## config.mk

```make
export PLATFORM = sky130hd
export DESIGN_NAME = spike_window_classifier
export DESIGN_NICKNAME = d
export VERILOG_FILES = /design/src/rtl/spike_window_classifier.sv
export SDC_FILE = /design/constraint.sdc
export NUM_CORES = 1
export LEC_CHECK = 0
export BUFFER_PORTS_ARGS = -buffer_cell sky130_fd_sc_hd__buf_2
export CAP_MARGIN = 20
export CORE_MARGIN = 2
export CORE_UTILIZATION = 55
export CTS_CLUSTER_DIAMETER = 80
export DETAILED_ROUTE_END_ITERATION = 16
export GPL_TIMING_DRIVEN = 0
export PLACE_DENSITY = 0.87
export REMOVE_ABC_BUFFERS = 1
export SETUP_SLACK_MARGIN = 0.1
export SYNTH_ARGS = -nofsm -noshare
export SYNTH_HDL_FRONTEND = slang
export SYNTH_SLANG_ARGS = --single-unit
```

## constraint.sdc

```tcl
create_clock -name clk -period 3.8 [get_ports clk]
set_clock_uncertainty 0.2 [all_clocks]
set_input_delay 0.95 -clock clk [delete_from_list [all_inputs] [get_ports clk]]
set_output_delay 0.95 -clock clk [all_outputs]
set_load 0.05 [all_outputs]
```

## src/rtl/spike_window_classifier.sv

```systemverilog
// Windowed spike counter + sequential argmax over N_NEURONS output neurons.
// Optional SPIKE_WIN_NEG_SUB_EN: inhibitory strobes decrement counters (floored at 0).

module spike_win_lane #(
    parameter int CNT_W = 8
) (
    input  logic             clk,
    input  logic             rst,
    input  logic             clr,
    input  logic             en,
    input  logic             pos,
    input  logic             neg,
    output logic [CNT_W-1:0] cnt
);
    localparam logic [CNT_W-1:0] CNT_MAX = '1;

`ifdef SPIKE_WIN_NEG_SUB_EN
    // Simultaneous pos+neg cancel out.
    always_ff @(posedge clk) begin
        if (rst || clr) begin
            cnt <= '0;
        end else if (en) begin
            if (pos && !neg && cnt != CNT_MAX)
                cnt <= cnt + 1'b1;
            else if (neg && !pos && cnt != '0)
                cnt <= cnt - 1'b1;
        end
    end
`else
    logic unused_neg;
    assign unused_neg = neg;

    always_ff @(posedge clk) begin
        if (rst || clr) begin
            cnt <= '0;
        end else if (en && pos && cnt != CNT_MAX) begin
            cnt <= cnt + 1'b1;
        end
    end
`endif
endmodule

module spike_window_classifier #(
    parameter int N_NEURONS = 4,
    parameter int CNT_W     = 8,
    parameter int WIN_W     = 16,
    parameter int IDX_W     = $clog2(N_NEURONS)
) (
    input  logic                 clk,
    input  logic                 rst,
    input  logic                 start,
    input  logic [WIN_W-1:0]     window_len,
    input  logic [N_NEURONS-1:0] pos_spk,
    input  logic [N_NEURONS-1:0] neg_spk,
    output logic                 busy,
    output logic                 result_valid,
    input  logic                 result_ready,
    output logic [IDX_W-1:0]     winner_idx,
    output logic [CNT_W-1:0]     winner_count,
    output logic                 tie,
    output logic                 no_spike
);
    typedef enum logic [1:0] {IDLE, COUNT, COMPARE, HOLD} state_t;

    localparam logic [IDX_W-1:0] LAST_IDX = IDX_W'(N_NEURONS - 1);

    state_t                         state, state_nxt;
    logic [WIN_W-1:0]               win_cnt;
    logic [IDX_W-1:0]               scan_idx;
    logic [N_NEURONS-1:0][CNT_W-1:0] cnt;
    logic                           start_ok;
    logic [CNT_W-1:0]               cand;
    logic                           first, gt, eq;
    logic [CNT_W-1:0]               new_max;

    assign start_ok = (state == IDLE) && start;

    genvar g;
    generate
        for (g = 0; g < N_NEURONS; g++) begin : g_lane
            spike_win_lane #(.CNT_W(CNT_W)) u_lane (
                .clk (clk),
                .rst (rst),
                .clr (start_ok),
                .en  (state == COUNT),
                .pos (pos_spk[g]),
                .neg (neg_spk[g]),
                .cnt (cnt[g])
            );
        end
    endgenerate

    always_ff @(posedge clk) begin
        if (rst) state <= IDLE;
        else     state <= state_nxt;
    end

    always_comb begin
        state_nxt = state;
        case (state)
            IDLE:    if (start) state_nxt = (window_len == '0) ? COMPARE : COUNT;
            COUNT:   if (win_cnt == WIN_W'(1)) state_nxt = COMPARE;
            COMPARE: if (scan_idx == LAST_IDX) state_nxt = HOLD;
            HOLD:    if (result_ready) state_nxt = IDLE;
            default: state_nxt = IDLE;
        endcase
    end

    always_comb begin
        busy         = (state == COUNT) || (state == COMPARE);
        result_valid = (state == HOLD);
    end

    // Running max: only a strictly greater count moves the winner, so the lowest index wins ties.
    assign cand    = cnt[scan_idx];
    assign first   = (scan_idx == '0);
    assign gt      = cand > winner_count;
    assign eq      = cand == winner_count;
    assign new_max = (first || gt) ? cand : winner_count;

    always_ff @(posedge clk) begin
        if (rst) begin
            win_cnt      <= '0;
            scan_idx     <= '0;
            winner_idx   <= '0;
            winner_count <= '0;
            tie          <= 1'b0;
            no_spike     <= 1'b0;
        end else begin
            case (state)
                IDLE: begin
                    if (start) begin
                        win_cnt  <= window_len;
                        scan_idx <= '0;
                    end
                end
                COUNT: win_cnt <= win_cnt - 1'b1;
                COMPARE: begin
                    scan_idx <= scan_idx + 1'b1;
                    if (first) begin
                        winner_count <= cand;
                        winner_idx   <= '0;
                        tie          <= 1'b0;
                    end else if (gt) begin
                        winner_count <= cand;
                        winner_idx   <= scan_idx;
                        tie          <= 1'b0;
                    end else if (eq) begin
                        tie <= 1'b1;
                    end
                    if (scan_idx == LAST_IDX)
                        no_spike <= (new_max == '0);
                end
                default: ;
            endcase
        end
    end
endmodule

```

-- After elaboration in Yosys (flattened, before gate mapping)
Cells that the tools add are included.
- bitwise logic cells: 0
- multiply operators: 0
- muxes and demuxes: 20
- $add $sub $neg: 6
- divide/modulo/power cells: 0
- shifts and indexed selects: 0
- $lt $le $gt $ge: 2
- equality and inequality tests: 14
- reduce and logical (&&, ||, !) cells: 26
- operator list (kind ; count):
    8-bit by 1-bit adder with 8-bit output, second input constant ; 4
    8-bit two-way mux ; 4
    8-bit != test, second input constant ; 4
    16-bit case mux with 2 select lines ; 1
    8-bit binary-select mux with 2-bit select ; 1
    16-bit by 1-bit equality test with 1-bit output, second input constant ; 1
    16-bit zero test ; 1
    16-bit two-way mux ; 1
    2-bit two-way mux ; 8
    16-bit by 1-bit subtractor with 16-bit output, second input constant ; 1
    2-bit AND reduction ; 5
    1-bit logical AND ; 9
    8-bit equality test ; 1
    8-bit > comparator ; 1
    8-bit zero test ; 1
    2-bit case mux with 4 select lines ; 1
    2-bit equality test, second input constant ; 3
    2-bit != test, second input constant ; 3
    2-bit nonzero test ; 3
    2-bit zero test ; 2
    2-bit case mux with 2 select lines ; 1
    4-bit AND reduction ; 1
    1-bit logical OR ; 3
    2-bit by 3-bit < comparator with 1-bit output, second input constant ; 1
    other kinds (5) ; 7
- bits in latches: 0
- memory bits (writable): 0
- bits of input ports: 28
- register bits after elaboration: 64
- ROM bits: 0
- word-level logic and storage cells: 79
- memories: 0
- output and inout port bits: 14

-- Logic depth before layout (Yosys ltp)
- depth in word-level cells: 6
- depth in mapped cells: 10
- depth with buffers taken out: 8

-- Cells and area by module
A second synthesis with hierarchy kept.
- cells, all modules: 454
- area total of the unflattened synthesis: 3968.8 um^2
- by module, submodules not included (module ; sequential area each (um^2) ; times used ; area each (um^2) ; cells an instance):
    spike_window_classifier ; 640.6 ; 1 ; 2317.2 ; 274
    spike_win_lane ; 160.2 ; 4 ; 412.9 ; 45

-- Worst setup path before layout
No wires, ideal clock.
- kind: register -> register
- from: register scan_idx[1]
- to: register winner_count[0]
- buffers on the path: 2
- cell stages (with the launch flop): 9
- arrival: 2.391 ns
- data required time: 3.475 ns
- period minus slack after synthesis: 2.716 ns
- library setup time: 0.125 ns
- slack: 1.084 ns
- cells stage by stage: dfxtp_1 buf_6 mux4_2 ha_1 a2111oi_0 a22o_1 a211oi_1 buf_2 mux2i_1
- word-level cells in the longest chain between the ends: 5
- elaborated cells on any way between the ends: 8
- classes of those cells: 1 x order compare; 4 x mux; 3 x reduce/logical
- RTL lines (what ; RTL line ; text):
    start: declaration ; 69 ; logic [IDX_W-1:0] scan_idx;
    start signal: assignment ; 139 ; scan_idx <= scan_idx + 1'b1;
    8-bit binary-select mux with 2-bit select ; 115 ; assign cand = cnt[scan_idx];
    8-bit two-way mux (implied by the code) ; 115 ;
    via cand[3] ; 72 ; logic [CNT_W-1:0] cand;
    8-bit > comparator ; 117 ; assign gt = cand > winner_count;
    2-bit nonzero test (no line) ; n/a ;
    2-bit AND reduction (no line) ; n/a ;
    end signal: assignment ; 141 ; winner_count <= cand;
    end signal: assignment ; 145 ; winner_count <= cand;
    end: declaration ; 59 ; output logic [CNT_W-1:0] winner_count,
The timed path passes the listed nets, and every way through them passes these cells. The select of a mux whose other input is x is not followed.
A chain may end at the register's enable or synchronous reset.

-- Worst setup path after layout
Ends and elaborated chain as after synthesis.

==> metrics <==
status completed; pin count of the biggest net entering global routing 33; area of the mapped netlist 3730 um^2; post_cts resized 0; Hold WC Path Type reg -> reg; GRT overflow 0; total iterations of the first detailed-routing run 5; r2r worst-path depth 6; worst vdd ir 267 uV; Clk pwr share 0.239; initial core utilization 0.558; CP Cell Sequence mux4_2 > ha_1 > nand4_1 > a22o_1 > a211oi_4 > mux2i_1; #FFs+latches synth 64; total CTS buffers 9; Synth Flop Type dfxtp_1; synth unique cells 57; count leader, synth dfxtp_1; Net Switching 961 uW; LEAKAGE 0.00158 uW; sw frac 0.402; total power 2390 uW; Post-DP Area 3970 um^2; post-synthesis sequential area ratio 0.344; top cells by count, synth dfxtp_1 (64), nor2_1 (47), nand2_1 (36); Cells after Synth 439; Die H 86.3 um; Max transition margin 0.561; initial antenna violation count 0; Die W 86.3 um; layout cells sized above 1 0.147; Setup Crit Path Kind reg -> reg; # fillers 531; post-CTS setup buffer count 0; clock root cell clkbuf_8; IO Pins 42; Slew Limit Fails 0; number of global-route vias before repair 3134; WP data arrival 3.40 ns; Bufs and invs on worst path 0; Logic pwr share 0.404; Clock Path Buffers 2; clk sinks 64; DP HPWL 6.00 mm; row count 30; count of hold-fix buffers inserted at cts 0; slowest stage delay, CP 0.70 ns; routed len/inst 15.3 um; Core Area 6680 um^2; PwrDens 571 nW/um^2; Yosys top cell area share 0.344; die area 7450 um^2; Port Buffers 37; Fmax 301 MHz; number of synthesized flops with an enable pin 0; first-pass GRT wire length 13.8 mm; Design Area, Final 4190 um^2; DRT antenna net count 0; Yosys warning count 0; TritonCTS clock tree done; setup ws final 0.476 ns; DR DRC count 0; Int Pwr 1430 uW; CP top delay family compound AO/OA/AOI/OAI gates; Synth area leaders dfxtp_1 (34%), ha_1 (6.7%), mux4_2 (4.8%); Critical-path top delay cell dfxtp_1; htree depth 3; Total Nets Final 521; Worst setup EP type register; RePlAce Congestion 0.854; largest area contributor in the netlist dfxtp_1; Post-synth ARST share 0; Final Hold Viols 0; Total GRT Usage 0.228; unrepaired setup endpoints after global routing no; TNS Setup 0 ns; Worst-path clk slew 0.07 ns; post-synthesis average cell area 8.49 um^2; n_diodes 0; vias per cell 6.24; CP Launch Type register; routed via count 3473; setup slack at placement 0.223 ns; period utilization 0.875; Least-Margin Pin Slew 0.656 ns; sequential power share 0.357; Worst-Skew Late Latency 0.35 ns; final wirelength 8.52 mm; fin crit period 3.32 ns; crit-path max FO 11; Worst Hold Depth 2; max_cap viols 0; 1st-iter DRT viols 270; WP data required 3.88 ns; Crit path depth 6; synth-to-layout area growth 12.3%; final setup fails 0
==> cell families (layout without fill, tap and decap cells) <==
logic type | after synthesis | in the layout | share of synthesized area
and+or+nand+nor | 170 | 170 | 0.231
adders and majority gates | 20 | 20 | 0.0671
xor gates and xnor gates | 24 | 24 | 0.0564
AOI/OAI and AO/OA | 99 | 99 | 0.174
DFF | 64 | 64 | 0.344
muxes | 21 | 21 | 0.0836
buffers and inverters | 41 | 79 | 0.0446
==> metal layers <==
| metal | GRT usage | wire, um | up-vias |
|---|---|---|---|
| li1 | - | - | 1684 |
| met1 | 0.290 | 3770 | 1650 |
| met2 | 0.373 | 4120 | 125 |
| met3 | 0.0400 | 444 | 14 |
| met4 | 0.114 | 174 | 0 |
| met5 | 0 | 0 | - |
==> power groups by stage <==
stage                     registers (uW)  logic [uW]  clock network, uW
after floorplan                      853         695                  0
after detailed placement             862         923                  0
after CTS                            849         932                581
final                                853         965                572
after global placement               855         871                  0
after global routing                 864        1070                608
==> cell usage in the layout (no fill, tap or decap), types with 2 or more instances in the layout <==
| cell type | n |
|---|---|
| dfxtp_1 | 64 |
| nor2_1 | 47 |
| buf_2 | 37 |
| nand2_1 | 36 |
| a21oi_1 | 27 |
| inv_1 | 20 |
| ha_1 | 20 |
| nand4_1 | 15 |
| nor3_1 | 15 |
| o21ai_1 | 15 |
| mux2i_1 | 12 |
| xnor2_1 | 12 |
| xor2_1 | 12 |
| o21ai_0 | 11 |
| clkbuf_8 | 10 |
| nor4_1 | 9 |
| mux4_2 | 8 |
| nor2b_1 | 8 |
| or3_1 | 8 |
| nand3_1 | 8 |
| and3_1 | 7 |
| o211ai_1 | 6 |
| a211oi_1 | 6 |
| inv_2 | 4 |
| or4_1 | 4 |
| o211a_1 | 4 |
| o311a_1 | 3 |
| a31oi_1 | 3 |
| nand4b_1 | 3 |
| o22ai_1 | 3 |
| nand2b_1 | 2 |
| o41a_1 | 2 |
| a21o_1 | 2 |
| o21a_1 | 2 |
| nand3b_1 | 2 |
| nor3b_1 | 2 |
| o31a_1 | 2 |
| clkbuf_1 | 2 |
==> worst min-delay path, stage by stage (launching register included) <==
cell     delay, ns
dfxtp_1       0.32
o21ai_1       0.07
a21oi_1       0.06
==> area by class of cell <==
class | count | area, um^2 | share of cell area
timing repair buffer | 40 | 235 | 0.0562
clock inverter | 3 | 42.5 | 0.0102
inverter | 24 | 90.1 | 0.0215
sequential | 64 | 1280 | 0.306
clock buffer | 12 | 145 | 0.0347
tap | 80 | 100 | 0.0239
multi-input combinational | 334 | 2290 | 0.548
==> worst paths after layout <==
| kind | to | from | slack (ns) |
|---|---|---|---|
| hold reg to reg | win_cnt[14] | win_cnt[14] | 0.29 |
| hold / removal | win_cnt[14] | win_cnt[14] | 0.29 |
| setup / recovery | winner_count[0] | scan_idx[1] | 0.48 |
| setup reg to reg | winner_count[0] | scan_idx[1] | 0.48 |
==> sequential cells by signal (all words and copies together), names as in the netlist <==
name               count
scan_idx               2
state                  2
winner_count           8
no_spike               1
tie                    1
g_lane.u_lane.cnt     32
winner_idx             2
win_cnt               16
==> metrics by stage <==
stage                     hold slack [ns]   util  std cells
after global routing                0.305  0.627        557
after CTS                           0.290  0.622        555
final                               0.289  0.627        557
after global placement              0.272  0.589        539
after detailed placement            0.278  0.594        540
after floorplan                     0.252      -        422
(Power assumes the default switching activity.)
